File: src/rtl/score_display_if.sv
// Display-side bundle of score_display: the binary score going in and the
// multiplexed 7-segment drive coming out.
// master: the side that supplies the score and watches the display pins.
// slave:  the score_display block itself.
`timescale 1ns/1ps
interface score_display_if;
  logic [15:0] score;
  logic [6:0]  seg;
  logic        dp;
  logic [3:0]  an;
  logic        busy;

  modport master (
    output score,
    input  seg,
    input  dp,
    input  an,
    input  busy
  );

  modport slave (
    input  score,
    output seg,
    output dp,
    output an,
    output busy
  );
endinterface

File: src/rtl/score_display.sv
// score_display: converts the 16-bit game score to BCD with a sequential
// double-dabble engine (one shift per clock), then scans the four BCD digits
// onto a common-anode 7-segment display. Scores above MAX_SHOW saturate and
// light the decimal point on every digit as an overflow flag.
// Optional build macro: LEADING_ZERO_BLANK_EN blanks leading zero digits
// (the ones digit is always shown). Without it the display is zero padded.
`timescale 1ns/1ps
module score_display #(
  parameter int SCAN_DIV = 100_000,
  parameter int MAX_SHOW = 9999
) (
  input  logic            clk,
  input  logic            reset,
  score_display_if.slave  sd
);

  localparam int          CNT_W = (SCAN_DIV > 1) ? $clog2(SCAN_DIV) : 1;
  localparam logic [CNT_W-1:0] CNT_LAST = CNT_W'(SCAN_DIV - 1);
  localparam logic [15:0] MAX_V = 16'(MAX_SHOW);
  localparam logic [4:0]  LAST_ITER = 5'd15;

  typedef enum logic [1:0] {
    IDLE  = 2'd0,
    SHIFT = 2'd1,
    DONE  = 2'd2
  } state_t;

  // Clamp a raw score to the largest value the four digits can show.
  function automatic logic [15:0] sat_show(input logic [15:0] v);
    return (v > MAX_V) ? MAX_V : v;
  endfunction

  // Double-dabble correction: any BCD nibble of 5 or more gets +3 so the
  // following left shift carries correctly into the next decade.
  function automatic logic [15:0] bcd_adj(input logic [15:0] a);
    logic [15:0] r;
    r = a;
    for (int i = 0; i < 4; i++) begin
      if (a[4*i +: 4] >= 4'd5) r[4*i +: 4] = a[4*i +: 4] + 4'd3;
    end
    return r;
  endfunction

  // Active-low gfedcba segment pattern; non-decimal nibbles go dark.
  function automatic logic [6:0] seg_enc(input logic [3:0] d);
    logic [6:0] s;
    case (d)
      4'd0:    s = 7'b1000000;
      4'd1:    s = 7'b1111001;
      4'd2:    s = 7'b0100100;
      4'd3:    s = 7'b0110000;
      4'd4:    s = 7'b0011001;
      4'd5:    s = 7'b0010010;
      4'd6:    s = 7'b0000010;
      4'd7:    s = 7'b1111000;
      4'd8:    s = 7'b0000000;
      4'd9:    s = 7'b0010000;
      default: s = 7'h7F;
    endcase
    return s;
  endfunction

  state_t      state, state_nxt;
  logic        start;
  logic [15:0] last_val;
  logic [15:0] disp_bcd;
  logic        ovf;

  // Conversion working registers (data only, reloaded at every start).
  logic [15:0] bin_sr;
  logic [15:0] bcd_acc;
  logic [4:0]  iter;
  logic        ovf_pend;
  logic [15:0] acc_adj;
  logic [31:0] shift_val;

  // Scan side.
  logic [CNT_W-1:0] scan_cnt;
  logic [1:0]       dig_idx;
  logic [3:0]       cur_nib;
  logic             blank;

  // ---------------------------------------------------------------------
  // Converter control: IDLE waits for a new score, SHIFT runs 16 dabble
  // steps, DONE publishes the result in a single update.
  // ---------------------------------------------------------------------

  // State register; reset aborts any conversion in flight.
  always_ff @(posedge clk) begin
    if (reset) state <= IDLE;
    else       state <= state_nxt;
  end

  // Next-state logic and the conversion start strobe.
  always_comb begin
    state_nxt = state;
    start     = 1'b0;
    case (state)
      IDLE: begin
        if (sd.score != last_val) begin
          start     = 1'b1;
          state_nxt = SHIFT;
        end
      end
      SHIFT: begin
        if (iter == LAST_ITER) state_nxt = DONE;
      end
      DONE:    state_nxt = IDLE;
      default: state_nxt = IDLE;
    endcase
  end

  // One dabble step: correct the BCD nibbles, then shift the pair left.
  always_comb begin
    acc_adj   = bcd_adj(bcd_acc);
    shift_val = {acc_adj, bin_sr} << 1;
  end

  // Control registers: latched score, published BCD, overflow flag, busy.
  always_ff @(posedge clk) begin
    if (reset) begin
      last_val <= 16'h0000;
      disp_bcd <= 16'h0000;
      ovf      <= 1'b0;
      sd.busy  <= 1'b0;
    end else if (start) begin
      last_val <= sd.score;
      sd.busy  <= 1'b1;
    end else if (state == DONE) begin
      disp_bcd <= bcd_acc;
      ovf      <= ovf_pend;
      sd.busy  <= 1'b0;
    end
  end

  // Shift engine datapath; a partial result is simply never published.
  always_ff @(posedge clk) begin
    if (start) begin
      bin_sr   <= sat_show(sd.score);
      bcd_acc  <= 16'h0000;
      iter     <= 5'd0;
      ovf_pend <= (sd.score > MAX_V);
    end else if (state == SHIFT) begin
      bcd_acc  <= shift_val[31:16];
      bin_sr   <= shift_val[15:0];
      iter     <= iter + 5'd1;
    end
  end

  // ---------------------------------------------------------------------
  // Display scan: each digit is lit for SCAN_DIV cycles in turn; the pin
  // registers trail dig_idx/disp_bcd by one clock.
  // ---------------------------------------------------------------------

  always_comb begin
    cur_nib = disp_bcd[{dig_idx, 2'b00} +: 4];
  end

`ifdef LEADING_ZERO_BLANK_EN
  // A digit goes dark when it and every more-significant digit are zero;
  // the ones digit always shows so a zero score reads "0".
  always_comb begin
    blank = 1'b0;
    case (dig_idx)
      2'd3:    blank = (disp_bcd[15:12] == 4'h0);
      2'd2:    blank = (disp_bcd[15:8]  == 8'h00);
      2'd1:    blank = (disp_bcd[15:4]  == 12'h000);
      default: blank = 1'b0;
    endcase
  end
`else
  // All four digits are always driven, zero padded.
  always_comb begin
    blank = 1'b0;
  end
`endif

  // Scan counter, digit select and registered display pins.
  always_ff @(posedge clk) begin
    if (reset) begin
      scan_cnt <= '0;
      dig_idx  <= 2'd0;
      sd.an    <= 4'b1111;
      sd.seg   <= 7'h7F;
      sd.dp    <= 1'b1;
    end else begin
      if (scan_cnt == CNT_LAST) begin
        scan_cnt <= '0;
        dig_idx  <= dig_idx + 2'd1;
      end else begin
        scan_cnt <= scan_cnt + 1'b1;
      end
      if (blank) begin
        sd.an  <= 4'b1111;
        sd.seg <= 7'h7F;
        sd.dp  <= 1'b1;
      end else begin
        sd.an  <= ~(4'b0001 << dig_idx);
        sd.seg <= seg_enc(cur_nib);
        sd.dp  <= ~ovf;
      end
    end
  end

endmodule
File: src/flat_wrapper.sv
// flat-port wrapper written by rule: the top's interface ports become plain ports
module score_display_flat 
#(
  parameter int SCAN_DIV = 100_000,
  parameter int MAX_SHOW = 9999
)
  (clk, reset, sd_score, sd_seg, sd_dp, sd_an, sd_busy);
  score_display_if sd_i ();
  input  logic clk;
  input  logic reset;
  input wire logic [$bits(sd_i.score)-1:0] sd_score;
  output wire logic [$bits(sd_i.seg)-1:0] sd_seg;
  output wire logic [$bits(sd_i.dp)-1:0] sd_dp;
  output wire logic [$bits(sd_i.an)-1:0] sd_an;
  output wire logic [$bits(sd_i.busy)-1:0] sd_busy;
  assign sd_i.score = sd_score;
  assign sd_seg = sd_i.seg;
  assign sd_dp = sd_i.dp;
  assign sd_an = sd_i.an;
  assign sd_busy = sd_i.busy;
  score_display #(.SCAN_DIV(SCAN_DIV), .MAX_SHOW(MAX_SHOW)) u_core (.clk(clk), .reset(reset), .sd(sd_i));
endmodule
File: config.mk
export PLATFORM = sky130hd
export DESIGN_NAME = score_display_flat
export DESIGN_NICKNAME = d
export VERILOG_FILES = /design/src/rtl/score_display_if.sv /design/src/rtl/score_display.sv /design/src/flat_wrapper.sv
export SDC_FILE = /design/constraint.sdc
export NUM_CORES = 1
export LEC_CHECK = 0
export ABC_CLOCK_PERIOD_IN_PS = 3010
export BUFFER_PORTS_ARGS = -buffer_cell sky130_fd_sc_hd__buf_2
export CORE_ASPECT_RATIO = 1.1
export CORE_MARGIN = 5
export CORE_UTILIZATION = 29
export DETAILED_ROUTE_END_ITERATION = 12
export GPL_TIMING_DRIVEN = 0
export PLACE_DENSITY_LB_ADDON = 0.2
export SLEW_MARGIN = 20
export SYNTH_ARGS = -nofsm -noshare
export SYNTH_HDL_FRONTEND = slang
export SYNTH_SLANG_ARGS = --single-unit
export TNS_END_PERCENT = 10
File: constraint.sdc
create_clock -name clk -period 3.01 [get_ports clk]
set_input_delay 0.1505 -clock clk [delete_from_list [all_inputs] [get_ports clk]]
set_output_delay 0.1505 -clock clk [all_outputs]
set_load 0.01 [all_outputs]
==> metrics.md, run 1 <==
| Metric | Value |
|---|---|
| Run status | finished clean |
| Initial Util | 29.3% |
| Die Wd | 132 um |
| Most frequent cells in the layout | nand2_1 (90), dfxtp_1 (88), nor2_1 (41), buf_2 (32), a21oi_1 (31) |
| CTS tree | done |
| PostCTS Resize Cnt | 0 |
| Final setup violation count | 0 |
| Adder-cell share of the synthesized area | 5.25% |
| Slew Limit Fails | 0 |
| Clock root buffer | clkbuf_16 |
| GR met2 Demand/Resource | 20.6% |
| Die area | 19100 um2 |
| Worst Path Arrival | 2.71 ns |
| Pre-Repair DR Iteration Count | 4 |
| Hold WC Path Type | in -> reg |
| Vias in the first global route | 3537 |
| GRT busiest layer | met2 |
| Fin Setup TNS | 0 ns |
| Hpwl dp | 7670 um |
| Largest net degree at the start of global routing | 19 |
| Num rows | 49 |
| Avg WL per Cell | 13.8 um |
| GRT met3 Usage | 3.93% |
| DRC viols | 0 |
| Post-CTS Hold Buffers | 0 |
| Reg-to-reg endpoint | u_core.bin_sr[15]$_DFFE_PP_ |
| I/O pins | 31 |
| Worst-Margin Slew | 0.655 ns |
| Max Cap Violations | 0 |
| Fillers | 1708 |
| Net count, final | 583 |
| Commonest non-fill, non-tap cell in the layout | nand2_1 |
| First-pass GRT wire length | 17400 um |
| CP Class | reg -> reg |
| Slowest stage delay, CP | 0.53 ns |
| Synth Area in Compound Gates | 9.06% |
| Post-synthesis mux area share | 9.62% |
| Overall routed net length | 10400 um |
| Largest family of logic cells by synthesized area | simple AND/OR/NAND/NOR gates |
| Crit-path cells | xor2_1 -> nor4_1 -> nand4_1 -> o21bai_2 -> buf_4 -> inv_1 |
| Post-CTS setup buffers | 0 |
| Synth Area in Simple Gates | 16.8% |
| DRT iter0 DRCs | 111 |
| Die H | 144 um |
| Tcrit/Tclk final | 90.1% |
| Slowest CP cell | o21bai_2 |
| Netlist cell types | 41 |
| Register-to-register setup slack | 0.30 ns |
| Sequential share of the synthesized area | 47.7% |
| Worst vdd ir | 0.000292 V |
| Share of cells above drive strength 1 | 12.4% |
| Syn. warnings | 0 |
| Critical Path Fanout Max | 16 |
| Deepest clock path buffer count | 2 |
| Cells on worst reg2reg path | 6 |
| Syn-to-layout area delta | 14.8% |
| Hold endpoint | u_core.last_val[3]$_SDFFE_PP0P_ |
| Syn_nets | 542 |
| Area post-placement | 5170 um2 |
| Synthesized area | 4760 um2 |
| Via count | 3490 |
| Critical Path End Type | flip-flop |
| Fmax | 0.369 GHz |
| GPL Wtd Cong | 0.813 |
| Synth Instances | 504 |
| Hold_sp | sd_score[3] |
| Hold Fails Final Rpt | 0 |
| Min-Delay Path Depth | 3 |
| IO Port Bufs | 30 |
| Clock transition at path regs | 0.08 ns |
| Leakage power | 2.16 nW |
| CTS Sinks | 105 |
| Average vias per placed instance | 4.63 |
| Reg2Reg Launch Point | u_core.last_val[3]$_SDFFE_PP0P_ |
| Crit start category | flip-flop |
| N_diodes | 0 |
| CTS buffer count | 9 |
| Met1 GRT Util | 12.5% |
| Minimum clock period after layout | 2.71 ns |
| Post-synthesis average cell area | 9.45 um2 |
| GRT Util Overall | 11.4% |
| Slew margin rel. | 56.3% |
| Clk_skew | 0.00911 ns |
| CP top delay family | simple AND/OR/NAND/NOR gates |
| CP required | 3.01 ns |
| Grt ovf | 0 |
| Initial antenna violation count | 0 |
| Fin util | 33.6% |
| Clk_lat worst skew | 0.36 ns |
| Post-DRT Antenna Nets | 0 |
| FF+latch count, synth | 105 |
| Pwr Density | 520 nW/um2 |
| Post-Layout Inst Area | 5470 um2 |
| Core ar. | 16200 um2 |
| Buf/Inv on CP | 2 |
| Synth Area in XOR/XNOR | 6.62% |
| H-tree Lvls | 3 |
| Unrepaired setup endpoints after global routing | no |
worst register-to-register path, stage by stage, from the launching register on:
cell and delay, ns:
dfxtp_1 0.33, xor2_1 0.16, nor4_1 0.40, nand4_1 0.34, o21bai_2 0.53, buf_4 0.29, inv_1 0.31
synthesized netlist by cell type, drive strengths merged:
| master | instances | area, um2 |
|---|---|---|
| o21ai | 16 | 80.1 |
| or2 | 1 | 6.26 |
| nand4b | 1 | 8.76 |
| and2 | 1 | 6.26 |
| a21oi | 31 | 155 |
| nor2 | 41 | 154 |
| o21a | 1 | 7.51 |
| mux2i | 30 | 300 |
| and4 | 1 | 10.0 |
| xor2 | 25 | 219 |
| dfxtp | 88 | 1760 |
| nor4 | 5 | 31.3 |
| a21o | 1 | 7.51 |
| o2bb2ai | 6 | 52.6 |
| nand2b | 5 | 31.3 |
| ha | 20 | 250 |
| xnor2 | 11 | 96.3 |
| nand3 | 11 | 55.1 |
| mux2 | 6 | 67.6 |
| mux4 | 4 | 90.1 |
| inv | 30 | 113 |
| nor4b | 1 | 8.76 |
| o211ai | 1 | 7.51 |
| buf | 8 | 70.1 |
| edfxtp | 17 | 510 |
| nor3b | 4 | 30.0 |
| and3 | 6 | 37.5 |
| nand2 | 90 | 338 |
| nand4 | 5 | 31.3 |
| a211o | 1 | 8.76 |
| o21bai | 1 | 11.3 |
| nor2b | 3 | 18.8 |
| a22o | 10 | 87.6 |
| clkbuf | 13 | 50.0 |
| nor3 | 7 | 35.0 |
| o22ai | 1 | 6.26 |
| a211oi | 1 | 7.51 |
logic make-up (layout without fill, tap and decap cells):
| logic type | after synthesis | in the layout |
|---|---|---|
| xor gates and xnor gates | 36 | 36 |
| and+or+nand+nor | 182 | 182 |
| AOI/OAI and AO/OA | 70 | 70 |
| buffers and inverters | 51 | 97 |
| adders and majority gates | 20 | 20 |
| muxes | 40 | 40 |
| DFF | 105 | 105 |
power breakdown:
part | internal (mW) | leakage [nW] | switching (mW)
sequential | 1.47 | 0.895 | 0.0239
clock | 0.619 | 0.145 | 0.550
combinational | 0.0733 | 1.12 | 0.102
total | 2.16 | 2.16 | 0.675
sequential cells by signal (all words and copies together), names as in the netlist, 2 cells and up:
| signal | cells |
|---|---|
| u_core.sd.seg | 7 |
| u_core.iter | 5 |
| u_core.state | 2 |
| u_core.bin_sr | 16 |
| u_core.sd.an | 4 |
| u_core.bcd_acc | 16 |
| u_core.scan_cnt | 17 |
| u_core.dig_idx | 2 |
| u_core.last_val | 16 |
| u_core.disp_bcd | 16 |
metal layers:
metal / share of wire, % / routed length, um / up-vias
li1: - / - / 1781
met1: 44 / 4540 / 1647
met2: 51 / 5280 / 49
met3: 4.0 / 418 / 13
met4: 1.5 / 151 / 0
met5: 0 / 0 / -
how the worst max path moves through the flow:
stage | start | end | cells past startpoint
4_1_cts | u_core.last_val[5]$_SDFFE_PP0P_ | u_core.bin_sr[15]$_DFFE_PP_ | 6
6_report | u_core.last_val[3]$_SDFFE_PP0P_ | u_core.bin_sr[15]$_DFFE_PP_ | 6
5_1_grt | u_core.last_val[5]$_SDFFE_PP0P_ | u_core.bin_sr[15]$_DFFE_PP_ | 6
2_1_floorplan | u_core.last_val[14]$_SDFFE_PP0P_ | u_core.bin_sr[0]$_SDFFCE_PN0P_ | 6
3_5_place_dp | u_core.last_val[3]$_SDFFE_PP0P_ | u_core.bin_sr[12]$_DFFE_PP_ | 6
3_3_place_gp | u_core.last_val[5]$_SDFFE_PP0P_ | u_core.bin_sr[0]$_SDFFCE_PN0P_ | 6
through the flow:
step / cells / hold WS, ns / power, mW / worst slack (ns)
floorplan: 504 / 0.229 / 1.64 / 1.12
global placement: 738 / 0.371 / 1.70 / 0.299
detailed placement: 738 / 0.375 / 1.71 / 0.230
CTS: 754 / 0.0567 / 2.89 / 0.203
global route: 754 / 0.0624 / 2.97 / 0.0992
finish: 754 / 0.0715 / 2.84 / 0.299
cell type report:
cell class | instances | area (um2) | area share, %
clock inverter | 6 | 47.5 | 0.870
tap | 204 | 255 | 4.67
timing repair buffer | 30 | 150 | 2.75
sequential | 105 | 2270 | 41.6
multi-input combinational | 348 | 2260 | 41.3
buffer | 21 | 120 | 2.20
inverter | 30 | 113 | 2.06
clock buffer | 10 | 250 | 4.58
(Power assumes the default switching activity.)
==> inputs of run 2 (changes only) <==
--- a/config.mk
+++ b/config.mk
@@ -9,7 +9,7 @@
 export BUFFER_PORTS_ARGS = -buffer_cell sky130_fd_sc_hd__buf_2
 export CORE_ASPECT_RATIO = 1.1
 export CORE_MARGIN = 5
-export CORE_UTILIZATION = 29
+export CORE_UTILIZATION = 52
 export DETAILED_ROUTE_END_ITERATION = 12
 export GPL_TIMING_DRIVEN = 0
 export PLACE_DENSITY_LB_ADDON = 0.2
==> run 2 against run 1 <==
  * Critical path depth did not move
  * Global-route usage rose by 6.7 points
  * Non-clock buffer count did not move
  * Worst setup slack improved by 0.24 ns
  * Power fell by 9.2%
  * Count of clock-buffer cells in the layout rose by 1
  * Fmax rose by 9.8%
  * Routed wire length fell by 11%
  * Sequential share of layout area rose by 1.6 points
  * Die area fell by 41%
  * First-iteration DRC count rose by 5.4%
==> metrics.md, run 2 (same netlist as run 1, synthesis figures left out) <==
| Metric | Value |
|---|---|
| Run status | finished clean (unchanged) |
| GRT met3 Usage | 4.85% (was 3.93%) |
| Die area | 11200 um2 (was 19100 um2) |
| Post-CTS Hold Buffers | 0 (unchanged) |
| CTS Sinks | 105 (unchanged) |
| Min-Delay Path Depth | 2 (was 3) |
| CP Class | reg -> reg (unchanged) |
| Syn-to-layout area delta | 10.6% (was 14.8%) |
| Post-DRT Antenna Nets | 0 (unchanged) |
| Critical Path End Type | flip-flop (unchanged) |
| Net count, final | 583 (unchanged) |
| PostCTS Resize Cnt | 0 (unchanged) |
| GRT busiest layer | met2 (unchanged) |
| Pwr Density | 489 nW/um2 (was 520 nW/um2) |
| Multi-input combinational cell area | 2260 um2 (unchanged) |
| CP required | 3.02 ns (was 3.01 ns) |
| Leakage power | 2.12 nW (was 2.16 nW) |
| Largest net degree at the start of global routing | 18 (was 19) |
| Vias in the first global route | 3458 (was 3537) |
| Placement Setup Slack | 0.557 ns (was 0.230 ns) |
| IO Port Bufs | 30 (unchanged) |
| Die H | 110 um (was 144 um) |
| Area post-placement | 5050 um2 (was 5170 um2) |
| Hpwl dp | 6830 um (was 7670 um) |
| Max reg flops | 17 (unchanged) |
| Deepest clock path buffer count | 2 (unchanged) |
| CTS buffer count | 9 (unchanged) |
| Initial antenna violation count | 0 (unchanged) |
| Core ar. | 8920 um2 (was 16200 um2) |
| Logic pwr share | 6.7% (was 6.2%) |
| Average vias per placed instance | 5.26 (was 4.63) |
| Crit start category | flip-flop (unchanged) |
| Share of cells above drive strength 1 | 12.4% (unchanged) |
| Initial Util | 53.4% (was 29.3%) |
| Worst Path Arrival | 2.48 ns (was 2.71 ns) |
| Hold WC Path Type | in -> reg (unchanged) |
| Most frequent cells in the layout | nand2_1 (90), dfxtp_1 (88), nor2_1 (41), buf_2 (32), a21oi_1 (31) (unchanged) |
| Grt ovf | 0 (unchanged) |
| Die Wd | 101 um (was 132 um) |
| First-pass GRT wire length | 16000 um (was 17400 um) |
| I/O pins | 31 (unchanged) |
| N_diodes | 0 (unchanged) |
| Commonest non-fill, non-tap cell in the layout | nand2_1 (unchanged) |
| Fmax | 0.405 GHz (was 0.369 GHz) |
| Clock root buffer | clkbuf_8 (was clkbuf_16) |
| Switching part of the total | 23.2% (was 23.8%) |
| Sequential standard cell area | 2270 um2 (unchanged) |
| Start point of the critical path | u_core.last_val[8]$_SDFFE_PP0P_ (was u_core.last_val[3]$_SDFFE_PP0P_) |
| Post-Layout Inst Area | 5270 um2 (was 5470 um2) |
| Minimum clock period after layout | 2.47 ns (was 2.71 ns) |
| Worst-Margin Slew | 0.627 ns (was 0.655 ns) |
| # placed instances | 648 (was 738) |
| Reg2Reg Launch Point | u_core.last_val[8]$_SDFFE_PP0P_ (was u_core.last_val[3]$_SDFFE_PP0P_) |
| Cells on worst reg2reg path | 6 (unchanged) |
| Largest Register | u_core.scan_cnt (unchanged) |
| Max Cap Violations | 0 (unchanged) |
| GPL Wtd Cong | 0.866 (was 0.813) |
| Critical Path Fanout Max | 16 (unchanged) |
| DRT iter0 DRCs | 117 (was 111) |
| Num rows | 36 (was 49) |
| Slew Limit Fails | 0 (unchanged) |
| Slew margin rel. | 58.2% (was 56.3%) |
| Unrepaired setup endpoints after global routing | no (unchanged) |
| Sequential Power Share | 58.1% (was 52.7%) |
| Final Non-Filler Cells | 664 (was 754) |
| CTS tree | done (unchanged) |
| Internal | 1.98 mW (was 2.16 mW) |
| Overall routed net length | 9240 um (was 10400 um) |
| Clk_skew | 0.0133 ns (was 0.00911 ns) |
| Clock transition at path regs | 0.09 ns (was 0.08 ns) |
| Tcrit/Tclk final | 82.0% (was 90.1%) |
| Fin Setup TNS | 0 ns (unchanged) |
| Final setup violation count | 0 (unchanged) |
| Clk_lat worst skew | 0.35 ns (was 0.36 ns) |
| Fin util | 59.1% (was 33.6%) |
| Hold_sp | reset (was sd_score[3]) |
| GR met2 Demand/Resource | 31.1% (was 20.6%) |
| Psw | 0.597 mW (was 0.675 mW) |
| Final WS setup | 0.541 ns (was 0.299 ns) |
| Hold Fails Final Rpt | 0 (unchanged) |
| Met1 GRT Util | 22.3% (was 12.5%) |
| Post-CTS setup buffers | 0 (unchanged) |
| Pre-Repair DR Iteration Count | 4 (unchanged) |
| DRC viols | 0 (unchanged) |
| Via count | 3495 (was 3490) |
| Fillers | 781 (was 1708) |
| Avg WL per Cell | 13.9 um (was 13.8 um) |
| GRT Util Overall | 18.1% (was 11.4%) |
| Power share of the clock group | 35.2% (was 41.2%) |
| H-tree Lvls | 3 (unchanged) |
| Worst vdd ir | 0.000321 V (was 0.000292 V) |
==> run 2: cell types whose count changed in the layout (fill, tap and decap cells not counted) <==
cell and delta:
clkinvlp_4 +1, bufinv_16 +1, clkinv_2 -1, inv_6 -1, clkbuf_16 -10, clkbuf_8 +11
clkinv_4 -1
==> run 2: final cells by class <==
cell class / count / share of cell area [%]
Buffer: 21 / 2.28
Clock buffer: 11 / 2.87
Clock inverter: 5 / 1.19
Inverter: 30 / 2.14
Multi-Input combinational cell: 348 / 42.8
Sequential cell: 105 / 43.1
Tap cell: 114 / 2.71
Timing Repair Buffer: 30 / 2.85
==> run 2: layer usage <==
metal  up-vias  part of all wire (%)
met2        58                    49
li1       1784                     -
met4         0                   1.5
met1      1641                    46
met3        12                   3.8
met5         -                     0
==> run 2: power by group through the flow <==
stage               logic, mW  clock network [mW]  registers, mW
finish                  0.173               0.908           1.50
detailed placement      0.173                   0           1.53
global route            0.193               0.996           1.50
floorplan               0.112                   0           1.53
global placement        0.169                   0           1.53
CTS                     0.175               0.935           1.50
==> run 2: path summary, 6_finish.rpt <==
path | end | slack, ns
setup / recovery | u_core.bin_sr[9]$_DFFE_PP_ | 0.54
hold / removal | u_core.sd.busy$_SDFFE_PP0P_ | 0.06
setup reg to reg | u_core.bin_sr[9]$_DFFE_PP_ | 0.54
hold reg to reg | u_core.sd.dp$_SDFF_PP1_ | 0.40
==> run 2: critical path, stage by stage (launching register included) <==
cell and delay [ns]:
dfxtp_1 0.34, xor2_1 0.16, nor4_1 0.36, nand4_1 0.26, o21bai_2 0.43, buf_4 0.27, inv_1 0.30
==> run 2: per-stage QoR <==
step	total power [mW]	hold WS, ns
after floorplan	1.64	0.229
after global placement	1.69	0.387
after detailed placement	1.70	0.392
after CTS	2.61	0.0494
after global routing	2.69	0.0429
final	2.58	0.0621
